--- src/rtl/transceiver.sv ---
// One square of a systolic chess attack board. Each cycle the cell emits the
// attacks of the piece it holds, forwards sliding rays through itself when
// empty, and latches pseudo-legal moves for the engine's colour.
// Ports:
//   clk, rst            rising-edge clock, synchronous active-high reset
//   engineColor         side to move (1=white, 0=black)
//   pieceReg            {color, piece[4:0]} (rook, bishop, king, pawn, knight)
//   posReg              this square index 0..63
//   <ray>_in/_out       {color, attack[3:0], srcPos[5:0]} per ray neighbour
//   <hop>_in/_out       {color, knightFlag, srcPos[5:0]} per knight-hop neighbour
//   <ray>_move          latched ray move arriving from that side
//   <hop>_move          latched knight move arriving from that hop
// Every output is registered with one cycle of latency.
module transceiver (
  input  logic        clk,
  input  logic        rst,
  input  logic        engineColor,
  input  logic [5:0]  pieceReg,
  input  logic [5:0]  posReg,
  input  logic [10:0] U_in,
  input  logic [10:0] D_in,
  input  logic [10:0] L_in,
  input  logic [10:0] R_in,
  input  logic [10:0] UL_in,
  input  logic [10:0] UR_in,
  input  logic [10:0] DL_in,
  input  logic [10:0] DR_in,
  input  logic [7:0]  UUL_in,
  input  logic [7:0]  UUR_in,
  input  logic [7:0]  LLU_in,
  input  logic [7:0]  RRU_in,
  input  logic [7:0]  DDL_in,
  input  logic [7:0]  DDR_in,
  input  logic [7:0]  LLD_in,
  input  logic [7:0]  RRD_in,
  output logic [10:0] U_out,
  output logic [10:0] D_out,
  output logic [10:0] L_out,
  output logic [10:0] R_out,
  output logic [10:0] UL_out,
  output logic [10:0] UR_out,
  output logic [10:0] DL_out,
  output logic [10:0] DR_out,
  output logic [7:0]  UUL_out,
  output logic [7:0]  UUR_out,
  output logic [7:0]  LLU_out,
  output logic [7:0]  RRU_out,
  output logic [7:0]  DDL_out,
  output logic [7:0]  DDR_out,
  output logic [7:0]  LLD_out,
  output logic [7:0]  RRD_out,
  output logic [10:0] U_move,
  output logic [10:0] D_move,
  output logic [10:0] L_move,
  output logic [10:0] R_move,
  output logic [10:0] UL_move,
  output logic [10:0] UR_move,
  output logic [10:0] DL_move,
  output logic [10:0] DR_move,
  output logic [7:0]  UUL_move,
  output logic [7:0]  UUR_move,
  output logic [7:0]  LLU_move,
  output logic [7:0]  RRU_move,
  output logic [7:0]  DDL_move,
  output logic [7:0]  DDR_move,
  output logic [7:0]  LLD_move,
  output logic [7:0]  RRD_move
);

  localparam int unsigned RAY_W = 11;
  localparam int unsigned KN_W  = 8;
  localparam int unsigned N_DIR = 8;

  // Ray index order pairs opposites as (2k, 2k+1): U D L R UL DR UR DL.
  // Orthogonals are 0..3; in the diagonals, even = upward, odd = downward.
  logic [RAY_W-1:0] w_ray_in   [N_DIR];
  logic [RAY_W-1:0] w_ray_out  [N_DIR];
  logic [RAY_W-1:0] w_ray_move [N_DIR];
  logic [KN_W-1:0]  w_kn_in    [N_DIR];
  logic [KN_W-1:0]  w_kn_out   [N_DIR];
  logic [KN_W-1:0]  w_kn_move  [N_DIR];

  logic [RAY_W-1:0] r_ray_out  [N_DIR];
  logic [RAY_W-1:0] r_ray_move [N_DIR];
  logic [KN_W-1:0]  r_kn_out   [N_DIR];
  logic [KN_W-1:0]  r_kn_move  [N_DIR];

  logic w_occupied;
  logic w_pc;
  logic w_opp_occ;
  logic w_can_land;

  assign w_ray_in[0] = U_in;   assign w_ray_in[1] = D_in;
  assign w_ray_in[2] = L_in;   assign w_ray_in[3] = R_in;
  assign w_ray_in[4] = UL_in;  assign w_ray_in[5] = DR_in;
  assign w_ray_in[6] = UR_in;  assign w_ray_in[7] = DL_in;

  assign w_kn_in[0] = UUL_in;  assign w_kn_in[1] = UUR_in;
  assign w_kn_in[2] = LLU_in;  assign w_kn_in[3] = RRU_in;
  assign w_kn_in[4] = DDL_in;  assign w_kn_in[5] = DDR_in;
  assign w_kn_in[6] = LLD_in;  assign w_kn_in[7] = RRD_in;

  assign w_occupied = (pieceReg[4:0] != 5'd0);
  assign w_pc       = pieceReg[5];
  assign w_opp_occ  = w_occupied && (w_pc != engineColor);
  assign w_can_land = !w_occupied || (w_pc != engineColor);

  // Orthogonal sides carry rook/king attacks, diagonal sides bishop/king/pawn.
  function automatic logic [RAY_W-1:0] f_filter(input logic i_orth,
                                                input logic [RAY_W-1:0] i_msg);
    logic [3:0] v_att;
    v_att = i_msg[9:6] & (i_orth ? 4'b1010 : 4'b0111);
    return (v_att != 4'd0) ? {i_msg[10], v_att, i_msg[5:0]} : RAY_W'(0);
  endfunction

  // Ray decode: own emission, pass-through of sliders, and move capture.
  always_comb begin
    logic [2:0]       v_d;
    logic             v_orth;
    logic [RAY_W-1:0] v_filt;
    logic [RAY_W-1:0] v_thru;
    logic [3:0]       v_own_att;
    logic [3:0]       v_fwd_att;
    logic [3:0]       v_mv_att;
    logic             v_pawn_fwd;
    w_ray_out  = '{default: '0};
    w_ray_move = '{default: '0};
    for (int unsigned d = 0; d < N_DIR; d++) begin
      v_d    = 3'(d);
      v_orth = (v_d < 3'd4);
      v_filt = f_filter(v_orth, w_ray_in[v_d]);
      v_thru = f_filter(v_orth, w_ray_in[v_d ^ 3'd1]);

      // Pawns capture forward: upward diagonals for white, downward for black.
      v_pawn_fwd = pieceReg[1] && !v_orth && (v_d[0] != w_pc);
      v_own_att  = v_orth ? {pieceReg[4], 1'b0, pieceReg[2], 1'b0}
                          : {1'b0, pieceReg[3], pieceReg[2], v_pawn_fwd};
      v_fwd_att  = {v_thru[9:8], 2'b00};

      if (w_occupied) begin
        w_ray_out[v_d] = (v_own_att != 4'd0) ? {w_pc, v_own_att, posReg} : RAY_W'(0);
      end else begin
        w_ray_out[v_d] = (v_fwd_att != 4'd0) ? {v_thru[10], v_fwd_att, v_thru[5:0]} : RAY_W'(0);
      end

      // A pawn attack only becomes a move when there is something to capture.
      v_mv_att = w_opp_occ ? v_filt[9:6] : {v_filt[9:7], 1'b0};
      if ((v_filt[10] == engineColor) && (v_mv_att != 4'd0) && w_can_land) begin
        w_ray_move[v_d] = {v_filt[10], v_mv_att, v_filt[5:0]};
      end
    end
  end

  // Knight decode: emit on all hops if holding a knight, latch landings.
  always_comb begin
    w_kn_out  = '{default: '0};
    w_kn_move = '{default: '0};
    for (int unsigned k = 0; k < N_DIR; k++) begin
      if (pieceReg[0]) begin
        w_kn_out[k] = {w_pc, 1'b1, posReg};
      end
      if (w_kn_in[k][6] && (w_kn_in[k][7] == engineColor) && w_can_land) begin
        w_kn_move[k] = w_kn_in[k];
      end
    end
  end

  // Single register stage for every output.
  always_ff @(posedge clk) begin
    if (rst) begin
      r_ray_out  <= '{default: '0};
      r_ray_move <= '{default: '0};
      r_kn_out   <= '{default: '0};
      r_kn_move  <= '{default: '0};
    end else begin
      r_ray_out  <= w_ray_out;
      r_ray_move <= w_ray_move;
      r_kn_out   <= w_kn_out;
      r_kn_move  <= w_kn_move;
    end
  end

  assign U_out  = r_ray_out[0];  assign D_out  = r_ray_out[1];
  assign L_out  = r_ray_out[2];  assign R_out  = r_ray_out[3];
  assign UL_out = r_ray_out[4];  assign DR_out = r_ray_out[5];
  assign UR_out = r_ray_out[6];  assign DL_out = r_ray_out[7];

  assign U_move  = r_ray_move[0];  assign D_move  = r_ray_move[1];
  assign L_move  = r_ray_move[2];  assign R_move  = r_ray_move[3];
  assign UL_move = r_ray_move[4];  assign DR_move = r_ray_move[5];
  assign UR_move = r_ray_move[6];  assign DL_move = r_ray_move[7];

  assign UUL_out = r_kn_out[0];  assign UUR_out = r_kn_out[1];
  assign LLU_out = r_kn_out[2];  assign RRU_out = r_kn_out[3];
  assign DDL_out = r_kn_out[4];  assign DDR_out = r_kn_out[5];
  assign LLD_out = r_kn_out[6];  assign RRD_out = r_kn_out[7];

  assign UUL_move = r_kn_move[0];  assign UUR_move = r_kn_move[1];
  assign LLU_move = r_kn_move[2];  assign RRU_move = r_kn_move[3];
  assign DDL_move = r_kn_move[4];  assign DDR_move = r_kn_move[5];
  assign LLD_move = r_kn_move[6];  assign RRD_move = r_kn_move[7];

endmodule

--- config.mk ---
export PLATFORM = sky130hd
export DESIGN_NAME = transceiver
export DESIGN_NICKNAME = d
export VERILOG_FILES = /design/src/rtl/transceiver.sv
export SDC_FILE = /design/constraint.sdc
export NUM_CORES = 1
export LEC_CHECK = 0
export ABC_AREA = 1
export BUFFER_PORTS_ARGS = -buffer_cell sky130_fd_sc_hd__buf_2
export CAP_MARGIN = 40
export CORE_AREA = 2 2 185 187
export CTS_CLUSTER_SIZE = 16
export DETAILED_ROUTE_END_ITERATION = 16
export DIE_AREA = 0 0 187 189
export PLACE_DENSITY = 0.48
export SLEW_MARGIN = 20
export SYNTH_ARGS = -nofsm -noshare
export SYNTH_HDL_FRONTEND = slang
export SYNTH_SLANG_ARGS = --single-unit
--- constraint.sdc ---
create_clock -name clk -period 1.4 [get_ports clk]
set_clock_uncertainty 0.1 [all_clocks]
set_input_delay 0.28 -clock clk [delete_from_list [all_inputs] [get_ports clk]]
set_output_delay 0.28 -clock clk [all_outputs]
set_load 0.005 [all_outputs]
Word-level counts from Yosys, hierarchy flattened
Index checks and enable logic that the tools add are counted.
- $add $sub $neg: 0
- multipliers: 0
- div/mod/pow operators: 0
- magnitude comparators: 0
- equality and inequality tests: 17
- shifts and indexed selects: 0
- mux-type cells: 36
- bitwise logic cells: 18
- reductions and logical operators: 82
- operator list (operator ; number):
    $mux 11 ; 27
    $reduce_bool 4->1 ; 16
    $logic_and 1x1->1 ; 35
    $reduce_or 2->1 ; 17
    $not 1->1 ; 18
    $reduce_bool 2->1 ; 9
    $eq 1x1->1 ; 16
    $mux 1 ; 8
    $mux 7 ; 1
    $reduce_bool 3->1 ; 2
    $reduce_bool 5->1 ; 1
    $logic_not 1->1 ; 1
    $logic_or 1x1->1 ; 1
    $ne 1x1->1 ; 1
- bits in registers: 248
- bits in latches: 0
- bits in writable memories: 0
- memory bits (read-only): 0
- input bits: 167
- output and inout bits: 304
- word-level logic and storage cells: 179
- memories kept: 0

Logic depth before layout (Yosys ltp)
Gate-level depths: netlist of run 1.
- depth in word-level cells: 8
- depth in mapped cells: 7
- mapped depth without buffers: 7

Worst setup path after synthesis of run 1
No wires, ideal clock.
- path type: input to register
- start: input port pieceReg[2]
- end: register r_ray_out, in the netlist DL_out[0]
- library setup time: 0.071 ns
- arrival time: 1.229 ns
- required time: 1.229 ns
- setup slack: 0.001 ns
- stages on the path: 6
- buffers on the path: 1
- cell sequence: nor2_1 > nand3_2 > buf_4 > nor2_1 > nand2_1 > a21oi_1
- cells in the longest elaborated chain, start to end: 3
- elaborated cells on any way between the ends: 4
- classes of those cells: mux (2); reduce/logical (2)
- ends and longest elaborated chain (item ; line ; source):
    start: declaration ; 18 ; input logic [5:0] pieceReg,
    $reduce_bool 3->1 ; 141 ; w_ray_out[v_d] = (v_own_att != 4'd0) ? {w_pc, v_own_att, posReg} : RAY_W'(0);
    $mux 11 ; 141 ;
    $mux 11 (*) ; 140 ; if (w_occupied) begin
    end signal: assignment ; 176 ; r_ray_out <= w_ray_out;
    end: declaration ; 83 ; logic [RAY_W-1:0] r_ray_out [N_DIR];
Mark *: on every way between the ends. The rest lies on a longest branch, timed or not.
A chain may end at the register's enable or synchronous reset.

==> summary.md, run 1 <==
| Metric | Value |
|---|---|
| Critical path's largest stage delay | 0.40 ns |
| Core Util, Final | 0.372 |
| Die Wd | 187 um |
| Placed instance count | 1719 |
| Worst hold path type | in -> reg |
| WL/cell | between 15 and 20 um |
| Port bufs | 434 |
| Die ar. | 35300 um2 |
| DR vias/cell | 3.81 |
| Postcts setup bufs | 0 |
| RSZ-0062 raised after global routing | yes |
| Root Driver | clkbuf_16 |
| WL final | between 20 and 30 mm |
| Most common cell after layout, fill and taps aside | buf_2 |
| Slowest CP cell | dfxtp_4 |
| Worst path bufs/invs | 1 |
| Hold Slack | -0.0217 ns |
| H-tree levels | 1 |
| Final Hold Fails | 1 |
| Final Worst Setup Slack | -0.0244 ns |
| I/O pins | ~470 |
| Max-slew violation count | 0 |
| Peak supply drop | about 770 uV |
| Final nets | 1606 |
| Number of cells on the critical path | 1 |
| Critical path origin | RRD_out[3] |
| Mean area per synthesized cell | between 8 and 9 um2 |
| Crit. End Element | output port |
| Share of layout cells above drive strength 1 | 0.395 |
| Synth warn | 0 |
| Kind of critical path | reg -> out |
| Fillers | 3431 |
| Hpwl dp | about 22 mm |
| Crit-path cells | buf_2 |
| Power Dens Cells | between 1000 and 1500 nW/um2 |
| Worst-path clk slew | about 0.06 ns |
| Most frequent cells in the layout | buf_2 (414), dfxtp_1 (200), nor2_1 (164), dlygate4sd3_1 (139), nand2_1 (131) |
| Switch share | 0.235 |
| Synth-to-Final Area Change | 69.1% |
| Final ANT Viol Nets | 0 |
| Die Ht | between 150 and 200 um |
| Post-Syn Area | ~7300 um2 |
| Cts bufs inserted | 25 |
| Tot GR Track Use | 0.157 |
| Total gr overflow | 0 |
| Cell Count, Final, Fillers Out | 1902 |
| CTS tree | done |
| Final period util | 1.02 |
| Post-synthesis sequential area ratio | 0.593 |
| CTS max path bufs | 3 |
| Internal power | 11.3 mW |
| Synthesized instance count | ~850 |
| Core area | 33300 um2 |
| Worst EP arrival | roughly 1.0 ns |
| Initial DRC Count | 182 |
| Static Leakage | 6.75 nW |
| Max Cap Viol | 0 |
| Minimum clock period | 1.42 ns |
| Status | finished with violations |
| CP Max Fanout | 8 |
| Clk pwr share | 0.444 |
| GP Congestion | 0.765 |
| First-pass GRT wire length | 42.5 mm |
| Library cells used by synthesis | 21 |
| Drt first pass iters | 4 |
| Psw | 3.48 mW |
| DRC Markers | 0 |
| Failing checks | hold timing, setup timing |
| Yosys top cell by area | dfxtp_1 |
| Last element of the critical path | DDL_out[3] |
| Via Count | 7243 |
| CP delay by family, top | flip-flops |
| CP required | approximately 1 ns |
| TritonCTS Sinks | ~220 |
| Pin count of the biggest net entering global routing | 37 |
| Starting Density | 0.220 |
| Cells taking the most area after synthesis | dfxtp_1 (59%), buf_4 (9.0%), nor2_1 (8.7%) |
| Top cell type's share of synthesized area | 0.593 |
| Antenna violations before repair | 0 |
| Sequential Power Share | 0.438 |
| Num rows | 67 |
| Diodes inserted | 0 |
| Vias in the first global route | 7465 |
| Setup total negative slack | -0.886 ns |
| Final setup vio count | 56 |
| Max frequency | 0.702 GHz |
| Flops & latches, synth | 217 |
| Logic pwr share | 0.118 |
| Crit start category | flip-flop |
| Final Power | between 10 and 15 mW |
-- cells in the mapped netlist (all sizes together) --
master	count
nand3	21
nor2	169
a22oi	2
xnor2	8
a21oi	59
dfxtp	217
buf	91
clkbuf	7
o21ai	7
xor2	2
conb	1
nand2	139
inv	124
or2	2
-- metal layers --
metal  routed length [um]  global-route usage
met1                10800               0.165
met2                15100               0.304
met3                 1980              0.0387
met4                  974              0.0504
met5                    0                   0
-- sequential cells by signal, indices dropped and copies added (netlist names), 9 cells and up --
signal / count
UR_out: 10
D_move: 9
L_move: 9
R_move: 9
U_out: 9
DR_out: 10
UL_move: 10
DL_move: 10
UR_move: 10
DR_move: 10
U_move: 9
-- area by class of cell --
cell class | instances | area [um2] | share of cell area
multi-input combinational | 435 | 1960 | 0.158
tap | 448 | 561 | 0.0452
timing repair buffer | 636 | 4210 | 0.340
clock inverter | 6 | 105 | 0.00848
sequential | 217 | 4390 | 0.354
clock buffer | 36 | 707 | 0.0571
inverter | 124 | 465 | 0.0376
-- through the flow --
stage,setup WS [ns],instance area (um2)
after floorplan,0.000717,7420
after global placement,-0.399,9960
after detailed placement,-0.367,9960
after CTS,-0.0614,12300
after global routing,-0.0715,12400
final,-0.0244,12400
-- logic make-up after synthesis --
| kind of cell | count (synthesis) | share of synthesized area |
|---|---|---|
| AO/OA/AOI/OAI | 68 | 0.0487 |
| XOR/XNOR | 10 | 0.0120 |
| buffers and inverters | 222 | 0.160 |
| flip-flops | 217 | 0.593 |
| other | 1 | 0.000512 |
| AND/OR/NAND/NOR | 331 | 0.186 |
-- worst min path at each step --
stage                     start           to  slack, ns  depth (start not counted)
floorplan             DDL_in[0]  DDL_move[0]       0.29                          2
global placement      LLD_in[1]  LLD_move[1]       0.39                          3
detailed placement    RRD_in[2]  RRD_move[2]       0.40                          3
CTS                 pieceReg[4]     D_out[9]      0.005                          4
global route        pieceReg[0]   RRD_out[6]       0.01                          3
finish              pieceReg[0]   RRD_out[6]      -0.02                          3
-- power by group through the flow --
stage | clock [mW] | combinational, mW | sequential [mW]
finish | 6.57 | 1.75 | 6.49
global route | 7.01 | 1.93 | 6.51
CTS | 6.81 | 1.74 | 6.49
detailed placement | 0 | 1.42 | 6.63
global placement | 0 | 1.41 | 6.63
floorplan | 0 | 0.600 | 6.66
-- repair_timing --
action / CTS / global route
pin swaps: 0 / 4
setup endpoints to repair: 73 / 94
hold buffers: 139 / 0
gates resized for setup: 36 / 23
cloned: 0 / 2
hold endpoints to repair: 193 / 0
Note: power is estimated with default switching activity, not from simulation.
==> inputs of run 2 (changes only) <==
Settings changed: ABC_AREA 1 to not set, GPL_TIMING_DRIVEN set to 0.
==> run 2 against run 1 <==
  * The run ends with setup timing left
  * Via count decreased by 3.9%
  * Sequential share of layout area decreased by 4.6 points
  * Cell count down 7.9%
  * Combinational power grew 29%
  * Critical path type is now in -> reg
  * Highest routed layer is now met5
==> summary.md, run 2 <==
| Metric | Value |
|---|---|
| Status | finished with violations |
| Failing checks | setup timing |
| Via Count | 6958 (-3.9%) |
| Die ar. | 35300 um2 (unchanged) |
| Hold wc startpoint | posReg[2] |
| WHS Path Cells | 2 (-1) |
| Pin count of the biggest net entering global routing | 14 (-62%) |
| CTS tree | done |
| Tot GR Track Use | 0.173 (+0.0159) |
| Total gr overflow | 0 (unchanged) |
| Drt first pass iters | 4 (unchanged) |
| Core Util, Final | 0.429 (+0.0564) |
| WL final | 32.0 mm (+11%) |
| Antenna violations before repair | 4 (+4) |
| DR vias/cell | 3.97 (+4.3%) |
| Slew @ Worst Pin | ~0.85 ns |
| Crit start category | primary input |
| Critical path's largest stage delay | 0.57 ns (+0.17 ns) |
| Core area | 33300 um2 (unchanged) |
| Worst hold path type | in -> reg |
| Worst EP arrival | 2.07 ns (+1.03 ns) |
| RSZ-0062 raised after global routing | yes |
| Post-Syn Area | 7320 um2 (-0.17%) |
| Initial DRC Count | 168 (-7.7%) |
| Power Dens Cells | 1120 nW/um2 (-6.3%) |
| Cts bufs inserted | 25 (unchanged) |
| Final Hold Fails | 0 (-1) |
| Num rows | 67 (unchanged) |
| GP Congestion | 0.761 (-0.52%) |
| Post-synth EDFFs | 0 (unchanged) |
| DRC Markers | 0 (unchanged) |
| Hold Slack | 0.0390 ns (+0.0606 ns) |
| H-tree levels | 1 (unchanged) |
| Final period util | 1.22 (+0.202) |
| Crit. End Element | flip-flop |
| Final ANT Viol Nets | 0 (unchanged) |
| Worst path bufs/invs | 3 (+2) |
| Final Worst Setup Slack | -0.307 ns (-0.282 ns) |
| Max Cap Viol | 0 (unchanged) |
| Post-synthesis sequential area ratio | 0.594 (+0.00101) |
| Met2 WL | 16.2 mm (+7.2%) |
| Most used cell, CP | or4_4 |
| Crit-path cells | buf_6, or4_4, buf_8, or4_4, a31oi_4, buf_12, and2_4 |
| Top FF cell, synth | dfxtp_1 |
| CP required | 1.76 ns (+0.74 ns) |
| Cells taking the most area after synthesis | dfxtp_1 (59%), and2_1 (10%), buf_4 (8.9%) |
| Worst-path clk slew | 0.06 ns (about the same) |
| Yosys top cell by area | dfxtp_1 |
| Vias in the first global route | 7222 (-3.3%) |
| Max frequency | 0.586 GHz (-17%) |
| Most frequent cells in the layout | buf_2 (352), dfxtp_1 (200), buf_6 (143), dlygate4sd3_1 (136), and2_1 (117) |
| Mean area per synthesized cell | 11.4 um2 (+32%) |
| WL/cell | 18.3 um (+20%) |
| Synth-to-Final Area Change | 95.0% |
| CP delay by family, top | simple AND/OR/NAND/NOR gates |
| Slowest CP cell | or4_4 |
| Starting Density | 0.220 (-0.000376) |
| Flops & latches, synth | 217 (unchanged) |
| Most common cell in the netlist | dfxtp_1 |
| TritonCTS Sinks | 217 (unchanged) |
| First-pass GRT wire length | 46.0 mm (+8.1%) |
| Die Wd | 187 um (unchanged) |
| Top layer in use | met5 |
| Final setup vio count | 264 (+370%) |
| List of most frequent post-synthesis cells | dfxtp_1 (217), and2_1 (122), buf_4 (87) |
| Synthesized instance count | 642 (-24%) |
| DRT met1 WL | 12.7 mm (+17%) |
| Kind of critical path | in -> reg |
| Most common cell after layout, fill and taps aside | buf_2 |
| Worst rel slew slack | 0.432 |
| CP Max Fanout | 9 (+1) |
| Hold Path End | RRD_out[2] |
| Minimum clock period | 1.71 ns (+0.282 ns) |
| Final nets | 1452 (-9.6%) |
| Top cell type's share of synthesized area | 0.594 (+0.00101) |
| Ys async rst share | 0 (unchanged) |
| Synth warn | 0 (unchanged) |
| Library cells used by synthesis | 38 (+81%) |
| Die Ht | 189 um (unchanged) |
| I/O pins | 471 (unchanged) |
| Max-slew violation count | 0 (unchanged) |
| Root Driver | clkbuf_16 |
| Peak supply drop | 1030 uV (+34%) |
| Static Leakage | 6.79 nW (+0.53%) |
| Share of layout cells above drive strength 1 | 0.538 (+0.143) |
| Hpwl dp | 22.3 mm (+1.3%) |
| Port bufs | 430 (-0.92%) |
| CTS max path bufs | 3 (unchanged) |
| Met3 routed WL | 2.37 mm (+20%) |
==> run 2: cell types whose count changed after synthesis, sizes merged, moves of 30 or more <==
cell	change
a21oi	-39
and2	+122
a31o	+30
nor2	-148
nand2	-128
inv	-123
==> run 2: repair_timing <==
action / 4_1_cts / 5_1_grt
endpoints found under the setup margin: 275 / 269
hold buffers: 136 / 0
endpoints found under the hold margin: 196 / 0
setup buffers: 17 / 11
pin swaps: 50 / 80
gates resized for setup: 227 / 62
gates cloned: 7 / 2
==> run 2: layer usage <==
metal / global-route usage / vias up
met3: 0.0465 / 48
met4: 0.0485 / 6
met2: 0.314 / 268
met1: 0.199 / 3275
li1: - / 3361
met5: 0 / -
==> run 2: how the worst max path moves through the flow <==
stage	end	start	slack, ns	cells past startpoint
floorplan	UL_move[8]	pieceReg[2]	-0.55	5
CTS	UL_move[1]	pieceReg[0]	-0.29	7
global placement	D_move[4]	pieceReg[5]	-1.27	5
global route	UL_move[5]	pieceReg[0]	-0.33	7
detailed placement	D_move[4]	pieceReg[5]	-1.30	5
finish	UL_move[3]	pieceReg[0]	-0.31	7
==> run 2: kinds of logic (layout without fill, tap and decap cells) <==
group / after synthesis / in the layout / share of synthesized area
xor gates and xnor gates: 16 / 16 / 0.0192
AOI/OAI and AO/OA: 101 / 103 / 0.122
other: 1 / 25 / 0.000513
and+or+nand+nor: 191 / 191 / 0.159
buffers and inverters: 116 / 752 / 0.106
DFF: 217 / 217 / 0.594
==> run 2: layout make-up <==
type | instances | area, um2
plain buffers | 108 | 1030
repair buffers | 598 | 4500
clock buffers | 29 | 661
diodes | 1 | 2.50
well taps | 448 | 561
inverters | 1 | 7.51
flip-flops and latches | 217 | 4390
clock inverters | 16 | 241
fillers | 3207 | 19000
multi-input cells | 334 | 2880
==> run 2: power breakdown <==
part	internal (mW)	leakage (nW)	total [mW]	switching [mW]
Sequential	6.43	1.78	6.53	0.101
Combinational	1.28	4.57	2.25	0.974
Clock	4.48	0.438	7.19	2.71
==> run 2: through the flow <==
stage          std cells  power [mW]  worst slack (ns)  area [um2]  TNS (ns)
4_1_cts             1744        16.1            -0.295       13900    -42.56
2_1_floorplan        665        7.35            -0.549        7530    -78.29
5_1_grt             1751        16.7            -0.331       14300    -47.63
3_3_place_gp        1543        8.20             -1.27       10200   -187.92
3_5_place_dp        1543        8.21             -1.30       10200   -191.46
6_report            1752        16.0            -0.307       14300    -41.06
